==> src/rtl/keypad_scanner.sv <==
// keypad_scanner: column-scanning, debouncing front end for a 4x4 matrix keypad.
// Drives one column at a time, synchronizes the pulled-down rows, debounces
// press and release, and emits a single-cycle key_valid pulse per accepted key.
// Optional feature: define KEYPAD_DEBUG_EN to expose a registered "inside a
// debounce window" flag on debug; otherwise debug is tied to 0.
module keypad_scanner #(
  parameter int SETTLE_CYCLES   = 1000,
  parameter int DEBOUNCE_CYCLES = 20000
) (
  input  logic       clk,
  input  logic       reset,
  input  logic [3:0] rows,
  output logic [3:0] cols,
  output logic [3:0] key,
  output logic       key_valid,
  output logic       held,
  output logic       debug
);

  localparam int SW = (SETTLE_CYCLES   > 1) ? $clog2(SETTLE_CYCLES)   : 1;
  localparam int DW = (DEBOUNCE_CYCLES > 1) ? $clog2(DEBOUNCE_CYCLES) : 1;
  localparam logic [SW-1:0] S_TC = SW'(SETTLE_CYCLES - 1);
  localparam logic [DW-1:0] D_TC = DW'(DEBOUNCE_CYCLES - 1);

  // Key map indexed by {row, col}; row3 col0 is '*' (E), row3 col2 is '#' (F).
  localparam logic [15:0][3:0] KMAP = {
    4'hD, 4'hF, 4'h0, 4'hE,
    4'hC, 4'h9, 4'h8, 4'h7,
    4'hB, 4'h6, 4'h5, 4'h4,
    4'hA, 4'h3, 4'h2, 4'h1
  };

  typedef enum logic [1:0] {SCAN, PRESS_DB, HELD, REL_DB} state_t;

  state_t          state;
  logic [1:0]      col, row;
  logic [SW-1:0]   scnt;
  logic [DW-1:0]   dcnt;
  logic [3:0]      sync1, rs;
  logic [3:0]      row_oh;
  logic            hit;
  logic [1:0]      hit_row;
  logic            match;

  // Two-flop synchronizer on the asynchronous row inputs.
  always_ff @(posedge clk) begin
    if (reset) begin
      sync1 <= '0;
      rs    <= '0;
    end else begin
      sync1 <= rows;
      rs    <= sync1;
    end
  end

  // Decode the synchronized rows: exactly one bit set is a usable press.
  always_comb begin
    hit     = 1'b0;
    hit_row = 2'd0;
    case (rs)
      4'b0001: begin hit = 1'b1; hit_row = 2'd0; end
      4'b0010: begin hit = 1'b1; hit_row = 2'd1; end
      4'b0100: begin hit = 1'b1; hit_row = 2'd2; end
      4'b1000: begin hit = 1'b1; hit_row = 2'd3; end
      default: begin hit = 1'b0; hit_row = 2'd0; end
    endcase
    row_oh = 4'b0001 << row;
    match  = (rs == row_oh);
  end

  // Scan / debounce FSM; column, key and status outputs are registered here.
  always_ff @(posedge clk) begin
    if (reset) begin
      state     <= SCAN;
      col       <= 2'd0;
      cols      <= 4'b0001;
      row       <= 2'd0;
      scnt      <= '0;
      dcnt      <= '0;
      key       <= 4'h0;
      key_valid <= 1'b0;
      held      <= 1'b0;
    end else begin
      key_valid <= 1'b0;
      case (state)
        SCAN: begin
          if (scnt == S_TC) begin
            scnt <= '0;
            if (hit) begin
              row   <= hit_row;
              dcnt  <= '0;
              state <= PRESS_DB;
            end else begin
              col  <= col + 2'd1;
              cols <= {cols[2:0], cols[3]};
            end
          end else begin
            scnt <= scnt + SW'(1);
          end
        end
        PRESS_DB: begin
          if (match) begin
            if (dcnt == D_TC) begin
              key       <= KMAP[{row, col}];
              key_valid <= 1'b1;
              state     <= HELD;
            end else begin
              dcnt <= dcnt + DW'(1);
            end
          end else begin
            col   <= col + 2'd1;
            cols  <= {cols[2:0], cols[3]};
            state <= SCAN;
          end
        end
        HELD: begin
          held <= 1'b1;
          if (!rs[row]) begin
            dcnt  <= '0;
            state <= REL_DB;
          end
        end
        REL_DB: begin
          if (rs[row]) begin
            state <= HELD;
          end else if (dcnt == D_TC) begin
            held  <= 1'b0;
            col   <= col + 2'd1;
            cols  <= {cols[2:0], cols[3]};
            state <= SCAN;
          end else begin
            dcnt <= dcnt + DW'(1);
          end
        end
        default: state <= SCAN;
      endcase
    end
  end

`ifdef KEYPAD_DEBUG_EN
  logic dbg;

  // Flag is 1 exactly while the FSM sits in PRESS_DB or REL_DB.
  always_ff @(posedge clk) begin
    if (reset) begin
      dbg <= 1'b0;
    end else begin
      case (state)
        SCAN:     dbg <= (scnt == S_TC) && hit;
        PRESS_DB: dbg <= match && (dcnt != D_TC);
        HELD:     dbg <= !rs[row];
        REL_DB:   dbg <= !rs[row] && (dcnt != D_TC);
        default:  dbg <= 1'b0;
      endcase
    end
  end

  assign debug = dbg;
`else
  assign debug = 1'b0;
`endif

endmodule

==> config.mk <==
export PLATFORM = sky130hd
export DESIGN_NAME = keypad_scanner
export DESIGN_NICKNAME = d
export VERILOG_FILES = /design/src/rtl/keypad_scanner.sv
export SDC_FILE = /design/constraint.sdc
export NUM_CORES = 1
export LEC_CHECK = 0
export BUFFER_PORTS_ARGS = -buffer_cell sky130_fd_sc_hd__buf_4
export CORE_MARGIN = 5
export CORE_UTILIZATION = 60
export DETAILED_ROUTE_END_ITERATION = 6
export MAX_ROUTING_LAYER = met4
export PLACE_DENSITY = 0.79
export SLEW_MARGIN = 15
export SYNTH_ARGS = -nofsm -noshare
export SYNTH_HDL_FRONTEND = slang
export SYNTH_SLANG_ARGS = --single-unit
==> constraint.sdc <==
create_clock -name clk -period 2.4 [get_ports clk]
set_input_delay 0 -clock clk [delete_from_list [all_inputs] [get_ports clk]]
set_output_delay 0 -clock clk [all_outputs]
set_load 0.005 [all_outputs]
# After elaboration in Yosys (flattened, before gate mapping)

Memory sizes are Yosys's and may differ from the RTL's. A register that Yosys moved wholly into a read port is not among the register bits.
Index checks and enable logic that the tools add are counted.

Bits in registers: 45
Bits in read-only memories: 64
Input port bits: 6
Output and inout bits: 11
Logic and storage cells: 85
Memories: 1

Add/sub/neg operators: 3
Magnitude comparators: 1
Eq/ne operators: 20
Shifts and indexed selects: 1
Muxes and demuxes: 36
Bitwise logic cells: 2
Reductions and logical operators: 11

Memories:

| name            | depth | bits a word | rd ports | clocked after memory_dff | wr ports | RTL line | text |
|---|---|---|---|---|---|---|---|
| (no name shown) | 16    | 4           | 1        | 1                        | 0        | 104      | `key <= KMAP[{row, col}];` |

Operators with widths:

| operator                                                               | number |
|---|---|
| 15-bit 2-to-1 mux                                                      | 6 |
| 15-bit one-hot mux with 4 select lines                                 | 1 |
| 2-bit 2-to-1 mux                                                       | 12 |
| 4-bit 2-to-1 mux                                                       | 5 |
| 2-bit inequality test (second input constant)                          | 8 |
| 15-bit by 1-bit adder with 15-bit output (second input constant)       | 1 |
| 15-bit equality test (second input constant)                           | 1 |
| 2-bit one-hot mux with 3 select lines                                  | 2 |
| 4-bit one-hot mux with 3 select lines                                  | 1 |
| 10-bit by 1-bit adder with 10-bit output (second input constant)       | 1 |
| 10-bit equality test (second input constant)                           | 1 |
| 10-bit 2-to-1 mux                                                      | 1 |
| 5-bit AND reduction                                                    | 2 |
| 3-bit AND reduction                                                    | 3 |
| 2-bit one-hot mux with 4 select lines                                  | 1 |
| 3-bit inequality test (second input constant)                          | 2 |
| 6-bit AND reduction                                                    | 1 |
| 1-bit 2-to-1 mux                                                       | 5 |
| 2-bit equality test (second input constant)                            | 2 |
| 4-bit by 1-bit equality test with 1-bit output (second input constant) | 1 |
| 4-bit by 2-bit equality test with 1-bit output (second input constant) | 1 |
| 4-bit by 3-bit equality test with 1-bit output (second input constant) | 1 |
| 4-bit equality test                                                    | 1 |
| 4-bit equality test (second input constant)                            | 1 |
| other kinds (12)                                                       | 13 |

# Longest topological paths before layout

Depth after elaboration: 6
Mapped depth: 8
Mapped depth without buffers: 7

# Worst setup path after synthesis

OpenSTA, ideal clock, no wires.

Path type: flip-flop to flip-flop
From: reg row[0]
To: reg dcnt[0]
Setup time: 0.072 ns
Arrival time: 2.009 ns
Required time: 2.328 ns
Path slack: 0.320 ns
Stages on the path, launching flop included: 8
Buffers on the path: 1
Period minus slack after synthesis: 2.080 ns
Cells stage by stage: dfxtp_1 > buf_2 > mux4_2 > nand2_1 > a21boi_0 > a2bb2oi_2 > nor2_4 > mux2i_1

Cells in the longest elaborated chain, start to end: 4
Elaborated cells on any way between the ends: 8
Those cells by class: eq/ne (4); shift (1); mux (2); reduce/logical (1)

RTL lines:

| what                                                                                                     | RTL line     | text |
|---|---|---|
| start, declared                                                                                          | 36           | `logic [1:0] col, row;` |
| start signal, assigned                                                                                   | 90           | `row <= hit_row;` |
| 1-bit by 2-bit left shift with 4-bit output or 1-bit binary-select mux with 2-bit select (tied branches) | 67, 118, 124 |  |
| 4-bit equality test or 1-bit 2-to-1 mux (tied branches)                                                  | 68, 118, 124 |  |
| 2-bit inequality test (no line)                                                                          | n/a          |  |
| 5-bit AND reduction (no line) (*)                                                                        | n/a          |  |
| end signal, assigned                                                                                     | 108          | `dcnt <= dcnt + DW'(1);` |
| end signal, assigned                                                                                     | 132          | `dcnt <= dcnt + DW'(1);` |
| end, declared                                                                                            | 38           | `logic [DW-1:0] dcnt;` |

Mark *: on every way between the ends. The rest lies on a longest branch, timed or not. The select of a mux whose other input is x is not followed.
A chain may end at the register's enable or synchronous reset.

# Worst setup path after layout

From: reg row[1]
To: reg dcnt[10]

Same word-level chain as after synthesis.

==> out/summary.txt <==
Status -> completed
Post-synth EDFFs -> 0
Iter 0 DRT Violations -> 138
Via density -> 6.00
RSZ-0062 raised after global routing -> false
Share of the synthesized area in the top cell type -> 37.8%
Syn Nets -> 316
Layout cells sized above 1 -> 16.7%
Synth warn -> 0
CTS buffer count -> 5
Largest cells by area after synthesis -> dfxtp_1 (38%), nand2_1 (4.6%), nor2_1 (4.3%)
Post-Syn Area -> 2590 sq um
Critical path type -> flip-flop to flip-flop
Synth Register Bits -> 49
Clk_skew -> 12.8 ps
Min-delay src -> reset
P_leak -> 1.01 nW
Post-Route Setup TNS -> 0 ps
Slew margin rel. -> 58.9%
Root buffer selected by CTS -> clkbuf_8
Gr usage total -> 22.9%
Pre-CTS setup slack -> 244 ps
Fin crit period -> 2160 ps
Post-synthesis area per instance -> 8.54 sq um
Ys async rst share -> 0%
CTS tree -> done
Setup bufs post-CTS -> 0
CP Max Fanout -> 10
Routed WL -> 5.74 mm
Final setup margin -> 235 ps
Layout area overhead -> 12.7%
Bufs on Longest Clock Path -> 2
# nets final -> 340
Worst min-delay path category -> input pin to flip-flop
Starting Density -> 60.9%
Post-DP HPWL -> 4.03 mm
First-pass GRT wire length -> 9.83 mm
CP peak stage delay -> 430 ps
Final setup viols -> 0
Sequential share of power -> 57.9%
Tcrit/Tclk final -> 90.2%
Reg2Reg Depth -> 6
Skew-Pair Late Insertion Delay -> 310 ps
Synth Instances -> 304
GPL Wtd Cong -> 0.855
Critical path startpoint -> row[1]
Die width -> 75.8 microns
Pint -> 0.00110 W
I/O Buffers -> 15
Drt wl/cell -> 15.1 microns
FP Rows -> 24
Vias in the first global route -> 2195
CP Capture Point -> dcnt[10]
Reported max-cap violation count -> 0
H-Tree Level Count -> 2
Reg-to-reg endpoint -> dcnt[10]
Comb power frac -> 6.1%
Yosys top cell by area -> dfxtp_1
Worst EP arrival -> 2390 ps
Ant diodes -> 0
Die area -> 5740 sq um
Switch Pwr -> 0.000339 W
Num ports -> 17
Required time worst endpoint -> 2630 ps
Post-layout util -> 68.6%
Ys flop type -> dfxtp_1
Clock power frac -> 36.1%
Critical path's slowest cell -> or3b_1
Worst path cell trace -> or3b_1 -> a2111oi_4 -> nor3_2 -> nor2_4 -> a31oi_1 -> a311oi_1
Drt pass-1 iters -> 4
Fin area -> 2930 sq um
Vias -> 2286
Worst path bufs/invs -> 0
Placed cell areas -> 2780 sq um
Critical path depth -> 6
Sw frac -> 23.6%
Fmax -> 0.462 GHz
Final hold vios -> 0
Placed Cells -> 369
R2R Setup Slk -> 240 ps
Pwr Density -> 491 nW/um^2
Reg2reg start -> row[1]
Yosys cell types -> 54
Register area share after synthesis -> 37.8%
CTS clk-pin slew, worst paths -> 90 ps
Core box area -> 4260 sq um
Slew @ Worst Pin -> 614 ps
CP Launch Type -> flip-flop
Worst Setup End Kind -> flip-flop
Final Max Tran Viols -> 0
Final std cells w/o fill -> 381
Clk sinks -> 49
GRT overflow -> 0
Initial antenna violation count -> 0
DRC -> 0
Worst-case vdd ir drop -> 0.389 mV
CP top delay family -> simple AND/OR/NAND/NOR gates
Post-route ant nets -> 0
Largest net degree at the start of global routing -> 47
Die Y -> 75.8 microns
==> logic make-up after synthesis <==
logic type | after synthesis | share of synthesized area [%]
compound gates | 75 | 21.0
xor+xnor | 7 | 2.36
fa+ha+maj | 6 | 2.89
buf+inv | 27 | 5.54
flops | 49 | 37.8
mux | 8 | 4.05
other cells | 1 | 0.145
simple gates | 131 | 26.2
==> placed cells by master, fill, tap and decap left out, types with 2 or more instances in the layout <==
cell type      instances
and3_1                 3
o21ai_0               15
xnor2_1                3
a2111oi_4              2
nand2b_1               2
a22oi_1                3
nand3_1               12
a31oi_1                7
ha_1                   6
nor3b_1                2
nand2_1               32
nand4_1                4
nor4_1                 3
mux2i_1                6
a211oi_1               2
o21a_1                 2
dlygate4sd3_1          4
a211oi_2               3
buf_4                 31
nor2_4                 2
nor2b_1               10
mux4_2                 2
a311oi_1               8
or3b_1                 2
nand3b_1               3
nor3_2                 2
and4_1                 2
or3_1                  3
clkbuf_8               6
inv_1                  9
nor2_1                30
a21oi_1               22
nor3_1                12
dfxtp_1               49
xor2_1                 4
a211o_1                2
==> synthesized netlist by cell type, types with 7 or more instances <==
library cell	instances
nor3_1	12
dfxtp_1	49
a31oi_1	7
inv_1	9
a21oi_1	22
clkbuf_1	11
a311oi_1	8
nor2b_1	10
nand3_1	12
nand2_1	32
o21ai_0	15
nor2_1	30
==> worst min path at each step <==
stage,endpoint,slack [ps],cells past startpoint
6_report,sync1[1],130,2
3_3_place_gp,sync1[1],210,2
3_5_place_dp,sync1[0],210,2
2_1_floorplan,sync1[0],130,1
4_1_cts,held,130,2
5_1_grt,held,140,2
==> power groups by stage <==
| stage | combinational, W | sequential, W | clock, W |
|---|---|---|---|
| floorplan | 0.0000623 | 0.000846 | 0 |
| global placement | 0.0000785 | 0.000849 | 0 |
| detailed placement | 0.0000804 | 0.000850 | 0 |
| CTS | 0.0000859 | 0.000831 | 0.000528 |
| global route | 0.0000956 | 0.000833 | 0.000566 |
| finish | 0.0000868 | 0.000831 | 0.000518 |
==> timing repair <==
| item | 4_1_cts | 5_1_grt |
|---|---|---|
| resized for setup | 0 | 1 |
| hold endpoints to repair | 4 | 0 |
| hold buffers | 4 | 0 |
| setup endpoints to repair | 0 | 8 |
==> flip-flops by register name (all words and copies together), names as in the netlist <==
register	cells
key	4
held	1
key_valid	1
rs	4
cols	4
state	2
scnt	10
sync1	4
dcnt	15
row	2
col	2
==> area by class of cell <==
class,count,area [sq um]
Fill cell,367,1340
Multi-Input combinational cell,228,1480
Clock buffer,6,82.6
Timing Repair Buffer,35,273
Sequential cell,49,981
Tap cell,52,65.1
Clock inverter,2,13.8
Inverter,9,33.8
==> per-layer routing <==
metal  vias to the layer above  track usage, %  part of all wire (%)
met5                         -               -                     0
met4                         0            9.71                   2.4
met3                        14            3.69                   3.9
met2                        60            38.6                    50
met1                      1065            26.7                    43
li1                       1147               -                     -
==> through the flow <==
step | total power, W | hold slack (ps)
floorplan | 0.000909 | 128
global placement | 0.000928 | 213
detailed placement | 0.000930 | 215
CTS | 0.00144 | 131
global route | 0.00149 | 143
finish | 0.00144 | 127
Power figures use the tool's default switching activity.
